==> config.mk <==
export PLATFORM = sky130hd
export DESIGN_NAME = gcd_controller
export DESIGN_NICKNAME = d
export VERILOG_FILES = /design/src/rtl/gcd_controller.sv
export SDC_FILE = /design/constraint.sdc
export NUM_CORES = 1
export LEC_CHECK = 0
export CAP_MARGIN = 30
export CORE_MARGIN = 2
export CORE_UTILIZATION = 40
export DETAILED_ROUTE_END_ITERATION = 8
export DONT_BUFFER_PORTS = 1
export SLEW_MARGIN = 20
export SYNTH_ARGS = -nofsm -noshare
export SYNTH_HDL_FRONTEND = slang
export SYNTH_SLANG_ARGS = --single-unit
==> constraint.sdc <==
create_clock -name clk -period 2.6 [get_ports clk]
set_input_delay 0.13 -clock clk [delete_from_list [all_inputs] [get_ports clk]]
set_output_delay 0.13 -clock clk [all_outputs]
set_load 0.01 [all_outputs]
==> src/rtl/gcd_controller.sv <==
// Control FSM for a subtract-and-compare GCD datapath (registers A/B, one subtractor).
// Moore machine: every output is decoded from the registered state and iteration counter.
module gcd_controller #(
  parameter int unsigned      CNT_W    = 16,
  parameter logic [CNT_W-1:0] MAX_ITER = CNT_W'(16'hFFFF)
) (
  input  logic             clk,
  input  logic             rst_n,
  input  logic             start,
  input  logic             gt,
  input  logic             lt,
  input  logic             eq,
  output logic             ldA,
  output logic             ldB,
  output logic             sel1,
  output logic             sel2,
  output logic             sel_in,
  output logic             busy,
  output logic             done,
  output logic             err,
  output logic [CNT_W-1:0] iter_cnt
);

  typedef enum logic [2:0] {
    S_IDLE,
    S_LOAD_A,
    S_LOAD_B,
    S_CMP,
    S_SUB_A,
    S_SUB_B,
    S_DONE,
    S_ERR
  } state_e;

  state_e           state_q, state_d;
  logic [CNT_W-1:0] iter_q, iter_d;

  // NOTE: async reset clears only the state and counter; outputs follow
  // combinationally, so they drop to zero the moment rst_n falls.
  // NOTE: sequential state uses non-blocking assignments so every register
  // samples pre-edge values regardless of statement order.
  always_ff @(posedge clk or negedge rst_n) begin
    if (!rst_n) begin
      state_q <= S_IDLE;
      iter_q  <= '0;
    end else begin
      state_q <= state_d;
      iter_q  <= iter_d;
    end
  end

  // NOTE: every variable assigned in a combinational block gets a default
  // first, so no path through the case can infer a latch.
  always_comb begin
    state_d = state_q;
    iter_d  = iter_q;
    unique case (state_q)
      S_IDLE: begin
        if (start) begin
          state_d = S_LOAD_A;
          iter_d  = '0;
        end
      end
      S_LOAD_A: state_d = S_LOAD_B;
      S_LOAD_B: state_d = S_CMP;
      S_CMP: begin
        // Equality wins over the limit so a result found on the last allowed
        // subtraction is still reported as valid; no flag at all is an abort.
        if (eq)                      state_d = S_DONE;
        else if (iter_q == MAX_ITER) state_d = S_ERR;
        else if (gt)                 state_d = S_SUB_A;
        else if (lt)                 state_d = S_SUB_B;
        else                         state_d = S_ERR;
      end
      S_SUB_A, S_SUB_B: begin
        state_d = S_CMP;
        if (iter_q != '1) iter_d = iter_q + CNT_W'(1);
      end
      S_DONE:  state_d = S_IDLE;
      S_ERR:   state_d = S_IDLE;
      default: state_d = S_IDLE;
    endcase
  end

  always_comb begin
    ldA    = 1'b0;
    ldB    = 1'b0;
    sel1   = 1'b0;
    sel2   = 1'b0;
    sel_in = 1'b0;
    done   = 1'b0;
    err    = 1'b0;
    busy   = (state_q != S_IDLE);
    unique case (state_q)
      S_LOAD_A: begin
        ldA    = 1'b1;
        sel_in = 1'b1;
      end
      S_LOAD_B: begin
        ldB    = 1'b1;
        sel_in = 1'b1;
      end
      S_SUB_A: begin
        ldA  = 1'b1;
        sel2 = 1'b1;
      end
      S_SUB_B: begin
        ldB  = 1'b1;
        sel1 = 1'b1;
      end
      S_DONE:  done = 1'b1;
      S_ERR:   err  = 1'b1;
      default: ;
    endcase
  end

  assign iter_cnt = iter_q;

endmodule

* Word-level counts from Yosys, hierarchy flattened
Cells that the tools add are included.
** Storage, ports and cells
- Output and inout port bits :: 24
- Register bits :: 19
- Input port bits :: 6
- Logic and storage cells :: 40
** Operators by class
- Add/sub/neg operators :: 1
- Multiplexer cells :: 16
- Reductions and logical operators :: 10
- Eq/ne operators :: 11
** Operators with widths (count)
- $mux W16 :: 2
- $pmux W16 S2 :: 1
- $add A16 B1 Y16 const B :: 1
- $eq A16 B16 Y1 const B :: 1
- $ne A16 B16 Y1 const B :: 1
- $pmux W3 S5 :: 1
- $eq A3 B3 Y1 const B :: 4
- $reduce_or A2 Y1 :: 5
- $mux W2 :: 4
- $mux W1 :: 7
- $eq A3 B2 Y1 const B :: 2
- $ne A2 B2 Y1 const B :: 2
- $eq A3 B1 Y1 const B :: 1
- $logic_not A3 Y1 :: 1
- $mux W3 :: 1
- $reduce_and A3 Y1 :: 1
- $reduce_bool A3 Y1 :: 1
- $reduce_or A3 Y1 :: 1
- $reduce_bool A2 Y1 :: 1

* Depth between registers and ports, before layout
- Depth after elaboration :: 5
- Mapped depth :: 6
- Mapped depth without buffers :: 5

* Least setup slack after synthesis
No wires, ideal clock.
- Path type :: register to register
- Start point :: register iter_q[0] (netlist: iter_cnt[0])
- End point :: register iter_q[0] (netlist: iter_cnt[0])
- Setup slack :: 0.817 ns
- Arrival :: 1.719 ns
- Library setup time :: 0.065 ns
- Clock period less this slack :: 1.783 ns
- Cell stages (with the launch flop) :: 6
- Buffers on the path :: 0
- Required time :: 2.535 ns
- Path through :: dfrtp_1 -> ha_1 -> nand4_1 -> nor4_2 -> a21o_1 -> mux2_2
** Between the ends
- Word-level cells in the longest chain between the ends :: 3
- Elaborated cells on any way between the ends :: 6
- Those cells by class :: add/sub: 1; eq/ne: 2; mux: 2; reduce/logical: 1
** RTL lines
- from (decl) :: RTL line 36 : logic [CNT_W-1:0] iter_q, iter_d;
- from (signal assigned) :: RTL line 48 : iter_q <= iter_d;
- $add A16 B1 Y16 or $ne A16 B16 Y1 (tied branches) :: RTL line 77 : if (iter_q != '1) iter_d = iter_q + CNT_W'(1);
- $mux W16 or $ne A2 B2 Y1 (tied branches)
- $pmux W16 S2 or $reduce_and A3 Y1 (tied branches)
Parallel ways exist; a longest one is shown, timed or not. The select of a mux whose other input is x is not followed.
A chain may end at the register's enable or synchronous reset.

* Worst setup path in the final report
- Start point :: register iter_q[0] (netlist: iter_cnt[0])
- End point :: register iter_q[1] (netlist: iter_cnt[1])
Same word-level chain as after synthesis.

==> key figures <==
STA
  – Final Hold Viols: 0
  – Unrepaired setup endpoints after global routing: no
  – Fin crit period: 2100 ps
  – Slew at the pin with the worst max-slew slack: 597 ps
  – Ratio of final minimum period to clock period: 80.9%
  – Slew Viols, Final: 0
  – Final setup violation count: 0
  – Max Clk Rate: 476 MHz
  – Setup TNS: 0 ps
  – Worst Hold Margin: ~37 ps
  – Clock skew: 2.92 ps
  – Rel. slew slack: 59.8%

Route
  – Via density: approximately 6.4
  – Final WL: 2.76 mm
  – Routed length per placed instance: 16.7 µm
  – DRC viols: 0
  – Initial detailed-routing violation count: 32
  – Via count: about 1,100
  – Routed Antenna Nets: 0
  – 1st-pass router iterations: 4

Global routing
  – GRT Overall Usage: 17.5%
  – First-pass GRT wire length: 4.64 mm
  – Largest net degree at the start of global routing: 20
  – Gr ovfl total: 0
  – Initial antenna violation count: 0
  – Vias in the first global route: 963

Finish
  – Design area: 1250 µm²
  – Final #Nets: roughly 140
  – Fillers: 286
  – Area of the multi-input gates: between 600 and 700 µm²
  – Register area: 475 µm²
  – P&R area growth vs syn: 5.16%
  – N_diodes: 0
  – Layout cells sized above 1: around 9.0%

Critical path
  – CP Class: reg -> reg
  – Crit path capture type: flop
  – Worst EP arrival: 2280 ps
  – Crit path max fanout: 9
  – Startpoint Class: flop
  – R2R depth: 5
  – WP data required: 2780 ps

Synthesis
  – Yosys Warn Count: 0
  – Post-synth top area share: between 30% and 40%
  – Area contributors post-synth: dfrtp_1, nor2_1, a31oi_1
  – Synth Net Count: between 100 and 150
  – Post-synth cell types: 45
  – Sequential area share after synthesis: 40.0%
  – Yosys reg bits: 19
  – Top post-synthesis cells by count: dfrtp_1, nor2_1, nand2_1
  – Area leader, netlist: dfrtp_1
  – Synthesized area: between 1000 and 1500 µm²
  – Mapped Cells: 135
  – Syn avg cell area: between 8 and 9 µm²
  – Post-synth EDFFs: 0
  – Asr flop ratio synth: 100%
  – Most common cell in the synthesized netlist: dfrtp_1
  – Ys flop type: dfrtp_1

Place
  – I/O Buffers: 0
  – Dpl cell area: 1200 µm²
  – Placer Congestion: 0.826
  – DP Wirelength: 1.98 mm

Die
  – Core Rows: 19
  – Die Width: 58.5 µm
  – Die H: 58.5 µm
  – Initial Util: between 40% and 50%
  – Die ar.: 3420 µm²
  – # IOs: 30
  – CORE AREA: ~2800 µm²

CTS
  – Clk slew on worst S/H paths: 110 ps
  – Worst-skew pair later-pin latency: 300 ps
  – Clock Sinks: 19
  – Num CTS Buffers: 3
  – H-Tree Depth: 1
  – Number of setup buffers added after CTS: 0
  – CTS tree: done
  – CTS Buffer Depth: 2
  – Root Driver: clkbuf_4

Power
  – Leak: ~0.00053 µW
  – PD cells: 860 nW/µm²
  – Worst vdd ir: 0.613 mV

Status
  – Result of the run: completed

Flow run
  – Max Cap Viol: 0

Worst hold path
  – Min-delay worst type: in -> reg
  – Worst hold path cell count: 2
## logic make-up after synthesis
| group | after synthesis | synth area share (%) |
|---|---|---|
| flip-flops | 19 | 40.0 |
| buffers and inverters | 14 | 4.63 |
| AND/OR/NAND/NOR | 55 | 25.3 |
| AO/OA/AOI/OAI | 42 | 25.8 |
| adder cells (fa/ha/maj) | 1 | 1.05 |
| XOR/XNOR | 2 | 1.47 |
| multiplexers | 2 | 1.79 |
## metal layers
layer | vias up | wire (µm) | track usage (%)
met2 | 34 | 1330 | 27.3
met4 | 0 | 47 | 5.32
met5 | - | 0 | 0
li1 | 506 | - | -
met1 | 508 | 1220 | 23.6
met3 | 6 | 156 | 4.84
## power breakdown
group	leakage, µW	total (µW)	switching, µW	internal (µW)
Sequential	0.000253	567	194	372
Combinational	0.000260	352	200	152
Clock	0.0000150	155	95.5	59.9
Total	0.000528	1070	490	585
## through the flow
step / utilization [%] / std cells / total power (µW) / setup WS, ps
finish: 44.9 / 165 / 1070 / 498
global placement: 43.2 / 159 / 911 / 615
floorplan: - / 135 / 839 / 817
CTS: 44.5 / 164 / 1080 / 482
detailed placement: 43.2 / 159 / 923 / 498
global route: 44.9 / 165 / 1170 / 260
## path summary, 6_finish.rpt
check / startpoint / endpoint / slack, ps
worst min-delay path: start / state_q[0] / 40
worst max register to register: iter_cnt[0] / iter_cnt[1] / 500
min in group asynchronous: rst_n / iter_cnt[5] / 190
max in group asynchronous: rst_n / state_q[2] / 1970
worst max-delay path: iter_cnt[0] / iter_cnt[1] / 500
worst min register to register: iter_cnt[7] / iter_cnt[7] / 620
## placed cells by master (no fill, tap or decap), drive strengths merged, types with 3 or more instances in the layout
cell type,count
nand2,10
nor2,14
nand4,4
o21ai,3
o211ai,4
inv,6
dfrtp,19
a21oi,8
nor4,4
nand3,6
and2,3
clkbuf,4
a211o,4
a31oi,6
and3,3
## cell type report
class / count / share of cell area, %
clock buffers: 4 / 2.10
inverters: 6 / 1.80
well taps: 31 / 3.10
flip-flops and latches: 19 / 38.0
multi-input cells: 102 / 52.7
repair buffers: 3 / 2.30
## worst max-delay path: stages, from the launching register on
cell and delay [ps]:
dfrtp_1 480, ha_1 260, nand4_1 210, nor4_2 580, a21oi_2 260, mux2i_1 180
## sequential cells by signal (all words and copies together), names as in the netlist
| register | count |
|---|---|
| state_q | 3 |
| iter_cnt | 16 |
## timing repair
action,CTS,global route
setup endpoints to repair,0,0
hold buffers,1,0
endpoints found under the hold margin,19,0
resized for setup,0,0
Power figures use the tool's default switching activity.
